===== config.mk =====
export PLATFORM = sky130hd
export DESIGN_NAME = mem_loader
export DESIGN_NICKNAME = d
export VERILOG_FILES = /design/src/rtl/mem_loader.sv
export SDC_FILE = /design/constraint.sdc
export NUM_CORES = 1
export LEC_CHECK = 0
export BUFFER_PORTS_ARGS = -buffer_cell sky130_fd_sc_hd__buf_2
export CAP_MARGIN = 10
export CORE_MARGIN = 4
export CORE_UTILIZATION = 56
export CTS_CLUSTER_DIAMETER = 80
export DETAILED_ROUTE_END_ITERATION = 16
export PLACE_DENSITY_LB_ADDON = 0.15
export SKIP_LAST_GASP = 1
export SYNTH_ARGS = -nofsm -noshare
export SYNTH_HDL_FRONTEND = slang
export SYNTH_SLANG_ARGS = --single-unit

===== constraint.sdc =====
create_clock -name clk -period 2.4 [get_ports clk]
set_input_delay 0.48 -clock clk [delete_from_list [all_inputs] [get_ports clk]]
set_output_delay 0.48 -clock clk [all_outputs]
set_load 0.02 [all_outputs]

===== src/rtl/mem_loader.sv =====
// UART boot loader: parses A5/len/data/checksum frames into 32-bit memory writes and holds the
// CPU in reset until a frame checks out. Define LOADER_TIMEOUT_EN for the inter-byte timeout.
module mem_loader #(
  parameter int unsigned ADDR_W  = 8,
  parameter int unsigned TIMEOUT = 1000000
) (
  input  logic              clk,
  input  logic              resetn,
  input  logic              rx_valid,
  input  logic [7:0]        rx_data,
  output logic              mem_wen,
  output logic [ADDR_W-1:0] mem_addr,
  output logic [31:0]       mem_wdata,
  output logic              cpu_resetn,
  output logic              busy,
  output logic              done,
  output logic              err
);

  localparam int unsigned CntW     = ADDR_W + 1;
  localparam logic [7:0]  SyncByte = 8'hA5;

  typedef enum logic [2:0] {StIdle, StLen, StData, StCsum, StDone, StErr} state_e;

  state_e            state_q, state_d;
  logic [CntW-1:0]   remaining_q;
  logic [1:0]        byte_idx_q;
  logic [7:0]        csum_q;
  logic [31:0]       word_q;
  logic [ADDR_W-1:0] addr_q;
  logic              wen_q;
  logic              cpu_resetn_q;
  logic [CntW-1:0]   len_words;
  logic              last_byte;
  logic              timeout;

  // A length byte of zero selects the whole memory, hence the extra counter bit.
  always_comb begin
    len_words = CntW'(rx_data);
    if (rx_data == 8'h00) len_words[ADDR_W] = 1'b1;
  end

  assign last_byte = (state_q == StData) && rx_valid && (byte_idx_q == 2'd3);

`ifdef LOADER_TIMEOUT_EN
  logic [31:0] idle_cnt_q;

  always_ff @(posedge clk or negedge resetn) begin
    if (!resetn) begin
      idle_cnt_q <= '0;
    end else if (rx_valid || !busy) begin
      idle_cnt_q <= '0;
    end else begin
      idle_cnt_q <= idle_cnt_q + 32'd1;
    end
  end

  assign timeout = busy && !rx_valid && (idle_cnt_q == TIMEOUT - 1);
`else
  logic unused_timeout;
  assign unused_timeout = ^TIMEOUT;
  assign timeout        = 1'b0;
`endif

  always_ff @(posedge clk or negedge resetn) begin
    if (!resetn) begin
      state_q <= StIdle;
    end else begin
      state_q <= state_d;
    end
  end

  always_comb begin
    state_d = state_q;
    case (state_q)
      StIdle:  if (rx_valid && rx_data == SyncByte) state_d = StLen;
      StLen:   if (rx_valid) state_d = StData;
      StData:  if (last_byte && remaining_q == CntW'(1)) state_d = StCsum;
      StCsum:  if (rx_valid) state_d = (rx_data == csum_q) ? StDone : StErr;
      StErr:   if (rx_valid && rx_data == SyncByte) state_d = StLen;
      StDone:  state_d = StDone;
      default: state_d = StIdle;
    endcase
    if (timeout) state_d = StErr;
  end

  always_ff @(posedge clk or negedge resetn) begin
    if (!resetn) begin
      remaining_q  <= '0;
      byte_idx_q   <= '0;
      csum_q       <= '0;
      word_q       <= '0;
      addr_q       <= '0;
      wen_q        <= 1'b0;
      cpu_resetn_q <= 1'b0;
    end else begin
      wen_q <= last_byte;
      // The address moves on only once the write pulse has been presented.
      if (wen_q) addr_q <= addr_q + ADDR_W'(1);
      if (state_q == StLen && rx_valid) begin
        remaining_q <= len_words;
        byte_idx_q  <= '0;
        csum_q      <= '0;
        addr_q      <= '0;
      end
      if (state_q == StData && rx_valid) begin
        word_q[{byte_idx_q, 3'b000} +: 8] <= rx_data;
        byte_idx_q                         <= byte_idx_q + 2'd1;
        csum_q                             <= csum_q + rx_data;
        if (byte_idx_q == 2'd3) remaining_q <= remaining_q - CntW'(1);
      end
      if (state_q == StDone) cpu_resetn_q <= 1'b1;
    end
  end

  assign mem_wen    = wen_q;
  assign mem_addr   = addr_q;
  assign mem_wdata  = word_q;
  assign cpu_resetn = cpu_resetn_q;
  assign busy       = (state_q == StLen) || (state_q == StData) || (state_q == StCsum);
  assign done       = (state_q == StDone);
  assign err        = (state_q == StErr);

endmodule

Yosys cells after proc, flatten, opt, wreduce, memory -nomap -nowiden
Index checks and enable logic that the tools add are counted.
- add/sub/neg operators: 5
- equality and inequality tests: 13
- shift operators: 2
- muxes and demuxes: 17
- reductions and logical operators: 13
- operators with widths (kind ; count):
    32-bit bitwise mux ; 1
    8-bit two-way mux ; 4
    8-bit by 7-bit variable shift with 32-bit output, first input constant ; 1
    8-bit by 7-bit indexed part select with 32-bit output ; 1
    9-bit two-way mux ; 3
    3-bit one-hot mux with 5 select lines ; 1
    3-bit two-way mux ; 4
    9-bit by 1-bit equality test with 1-bit output, second input constant ; 1
    9-bit by 1-bit subtractor with 9-bit output, second input constant ; 1
    8-bit by 1-bit adder with 8-bit output, second input constant ; 1
    8-bit adder ; 1
    8-bit equality test ; 1
    8-bit equality test, second input constant ; 1
    8-bit zero test ; 1
    5-bit negation with 7-bit output ; 1
    3-bit by 2-bit equality test with 1-bit output, second input constant ; 2
    3-bit equality test, second input constant ; 2
    2-bit != test, second input constant ; 3
    1-bit logical AND ; 5
    2-bit two-way mux ; 2
    4-bit AND reduction ; 1
    2-bit nonzero test ; 2
    3-bit by 1-bit equality test with 1-bit output, second input constant ; 1
    3-bit zero test ; 1
    6 further kinds ; 8
- register bits: 64
- bits of input ports: 11
- output and inout port bits: 45

Depth between registers and ports, before layout
- depth in word-level cells: 6
- mapped depth: 8
- depth with buffers taken out: 7

Worst setup path after synthesis
Ideal clock, no wire load.
- kind: in2reg
- start point: input rx_data[0]
- end point: register csum_q[6]
- setup time: 131 ps
- arrival: 2001 ps
- data required time: 2269 ps
- path slack: 268 ps
- cell stages on the path: 7
- buffers on the path: 0
- path through: ha_1 -> fa_1 -> a21o_1 -> a21o_1 -> a21oi_1 -> nor4b_1 -> or3_1
- word-level cells in the longest chain between the ends: 2
- RTL lines (element ; line ; source):
    start, declared ; 10 ; input logic [7:0] rx_data,
    8-bit adder ; 109 ; csum_q <= csum_q + rx_data;
    8-bit two-way mux ; 106 ; if (state_q == StData && rx_valid) begin
    end signal, assigned ; 109 ;
    end, declared ; 28 ; logic [7:0] csum_q;
No other way between the ends.
A chain may end at the register's enable or synchronous reset.

Worst setup path in the final report
- start point: register csum_q[0]
- end point: register csum_q[6]
- word-level cells in the longest chain between the ends: 2
- RTL lines (element ; line):
    8-bit adder ; 109
    8-bit two-way mux ; 106
No other way between the ends.

==> results.json <==
{
  "powerDensity_nw_per_um2": 971,
  "yosysWarnings": 0,
  "track_usage_pct": 23.2,
  "grt_pass1_wl_mm": 13.5,
  "hold_path_class": "input port to asynchronous set/reset pin",
  "h-tree-depth": 3,
  "rsz0062_at_grt": "no",
  "io_pins": 56,
  "postCtsSetupBuffers": 0,
  "period_minus_slack_ns": 2.11,
  "grt-ovfl-total": 0,
  "syn_inst": 366,
  "area_growth_pct": 16.0,
  "peakVddDrop_mv": 0.684,
  "synth.avg_cell_area_um2": 9.41,
  "worstMarginPinSlew_ns": 0.585,
  "grt_pass1_vias": 2715,
  "slew_headroom_pct": 60.9,
  "path_max_fanout": 3,
  "synth_ff_type": "dfrtp_1",
  "hold_violations": 0,
  "rows": 28,
  "num_antenna_cells": 0,
  "fin_skew_ns": 0.00716,
  "fmax_mhz": 473,
  "drtAntennaViolNets": 0,
  "clk_pin_slew_worst_paths_ns": 0.07,
  "vias": 2893,
  "dr.pass1.iters": 4,
  "synth_area_leader_cell": "dfrtp_1",
  "worstRegToRegCells": 7,
  "synth.distinct_cells": 55,
  "core_area_um2": 5960,
  "synth-edff-count": 0,
  "syn_area_um2": 3450,
  "die-area_um2": 7470,
  "first_iter_violations": 137,
  "dp_slack_ns": 0.0539,
  "clock_latency_ns": 0.35,
  "post-route-drc-count": 0,
  "rrSetupSlack_ns": 0.29,
  "fillCellCount": 487,
  "wire_per_inst_um": 15.9,
  "path_class": "flop to flop",
  "ys_seq_elements": 64,
  "die_w_um": 86.4,
  "yosys-top-cells-count": "nand2_1, dfrtp_1, o21ai_0",
  "start_util_pct": 57.9,
  "slew_viol_final": 0,
  "yosysSeqAreaShare_pct": 46.5,
  "r2r_end": "csum_q[6]$_DFFE_PN0P_",
  "synth_top_area_share_pct": 46.5,
  "yosysMostFrequentCell": "nand2_1",
  "layout_setup_ws_ns": 0.287,
  "power_leakage_nw": 2.02,
  "antenna_found_initial": 0,
  "cts_buffers": 9,
  "cts-root-buf": "clkbuf_8",
  "yosys-top-cells-area": "dfrtp_1, nand2_1, ha_1",
  "syn_nets": 393,
  "clockBufferDepth": 2,
  "wl_mm": 8.05,
  "cts_resized": 0,
  "required_ns": 2.62,
  "status": "complete, no violations",
  "fin_cells": 507,
  "crit_path_end_kind": "flop",
  "finalSetupViolations": 0,
  "post-place-cells": 491,
  "drive_gt1_share_pct": 21.8,
  "gp_congestion": 0.843,
  "crit_path_start_kind": "flop",
  "cts_tree": "yes",
  "ctsHoldBuffers": 0,
  "vias_per_cell": 5.71,
  "dp_hpwl_mm": 5.74,
  "async_flop_share_pct": 100,
  "clock-sinks": 64,
  "regToRegStartpoint": "csum_q[0]$_DFFE_PN0P_",
  "port_buffers": 55,
  "tns_ns": 0,
  "die_h_um": 86.4,
  "grt_max_degree": 42,
  "crit_arrival_ns": 2.34,
  "maxCapViolCount": 0,
  "min_period_over_period_pct": 88.0,
  "nets": 454
}
-- cell usage in the layout (no fill, tap or decap), types with 5 or more instances in the layout --
master	count
or3_1	6
o21ai_0	36
buf_2	55
nand2_1	83
nor2_1	26
dfrtp_1	64
xor2_1	8
buf_4	11
nand3_1	12
inv_1	7
nor3_1	8
clkbuf_8	10
a211oi_1	5
ha_1	15
a21oi_1	14
-- how the worst max path moves through the flow --
stage | start | cells past startpoint | end
final | csum_q[0]$_DFFE_PN0P_ | 7 | csum_q[6]$_DFFE_PN0P_
after floorplan | rx_data[0] | 7 | csum_q[6]$_DFFE_PN0P_
after CTS | csum_q[0]$_DFFE_PN0P_ | 7 | csum_q[6]$_DFFE_PN0P_
after detailed placement | rx_data[0] | 8 | csum_q[6]$_DFFE_PN0P_
after global placement | rx_data[0] | 8 | csum_q[6]$_DFFE_PN0P_
after global routing | csum_q[0]$_DFFE_PN0P_ | 7 | csum_q[6]$_DFFE_PN0P_
-- power by group --
group | internal [W] | switching [W] | leakage (nW)
Sequential | 0.00129 | 0.000180 | 0.850
Combinational | 0.000567 | 0.000828 | 1.06
Clock | 0.000613 | 0.000406 | 0.108
-- cell type report --
class	instances	area (um2)	share of cell area, %
clock buffer	13	149	3.72
clock inverter	3	65.1	1.63
inverter	8	30.0	0.751
multi-input combinational	277	1680	42.0
sequential	64	1600	40.1
tap	75	93.8	2.35
timing repair buffer	67	378	9.45
-- critical path, stage by stage (launching register included) --
cell	delay, ns
dfrtp_1	0.38
ha_1	0.22
fa_1	0.42
a21o_1	0.17
a21o_1	0.19
a21oi_1	0.18
nor4b_1	0.07
or3_1	0.36
-- registers in the layout (all words and copies together), names as in the netlist --
register	count
mem_wdata	32
remaining_q	9
csum_q	8
mem_addr	8
state_q	3
byte_idx_q	2
cpu_resetn	1
mem_wen	1
-- through the flow --
| stage | utilization (%) | hold slack [ns] | power (W) | area [um2] |
|---|---|---|---|---|
| 6_report | 67.1 | 0.121 | 0.00388 | 4000 |
| 5_1_grt | 67.1 | 0.173 | 0.00413 | 4000 |
| 4_1_cts | 67.1 | 0.140 | 0.00389 | 4000 |
| 3_5_place_dp | 63.5 | 0.449 | 0.00287 | 3780 |
| 3_3_place_gp | 63.5 | 0.449 | 0.00281 | 3780 |
| 2_1_floorplan | - | 0.184 | 0.00250 | 3450 |
-- logic make-up after synthesis --
| group | synth area share (%) |
|---|---|
| fa+ha+maj | 6.03 |
| xor+xnor | 3.05 |
| simple gates | 24.3 |
| mux | 1.16 |
| buf+inv | 4.76 |
| compound gates | 14.2 |
| flops | 46.5 |
-- metal layers --
metal  track usage, %  up-vias  wire [um]
met4             9.35        0        114
met3             3.52       13        656
met2             36.0       98       3720
li1                 -     1409          -
met5                0        -          0
met1             32.7     1373       3560
No activity file was read; power rests on OpenSTA's default activity.
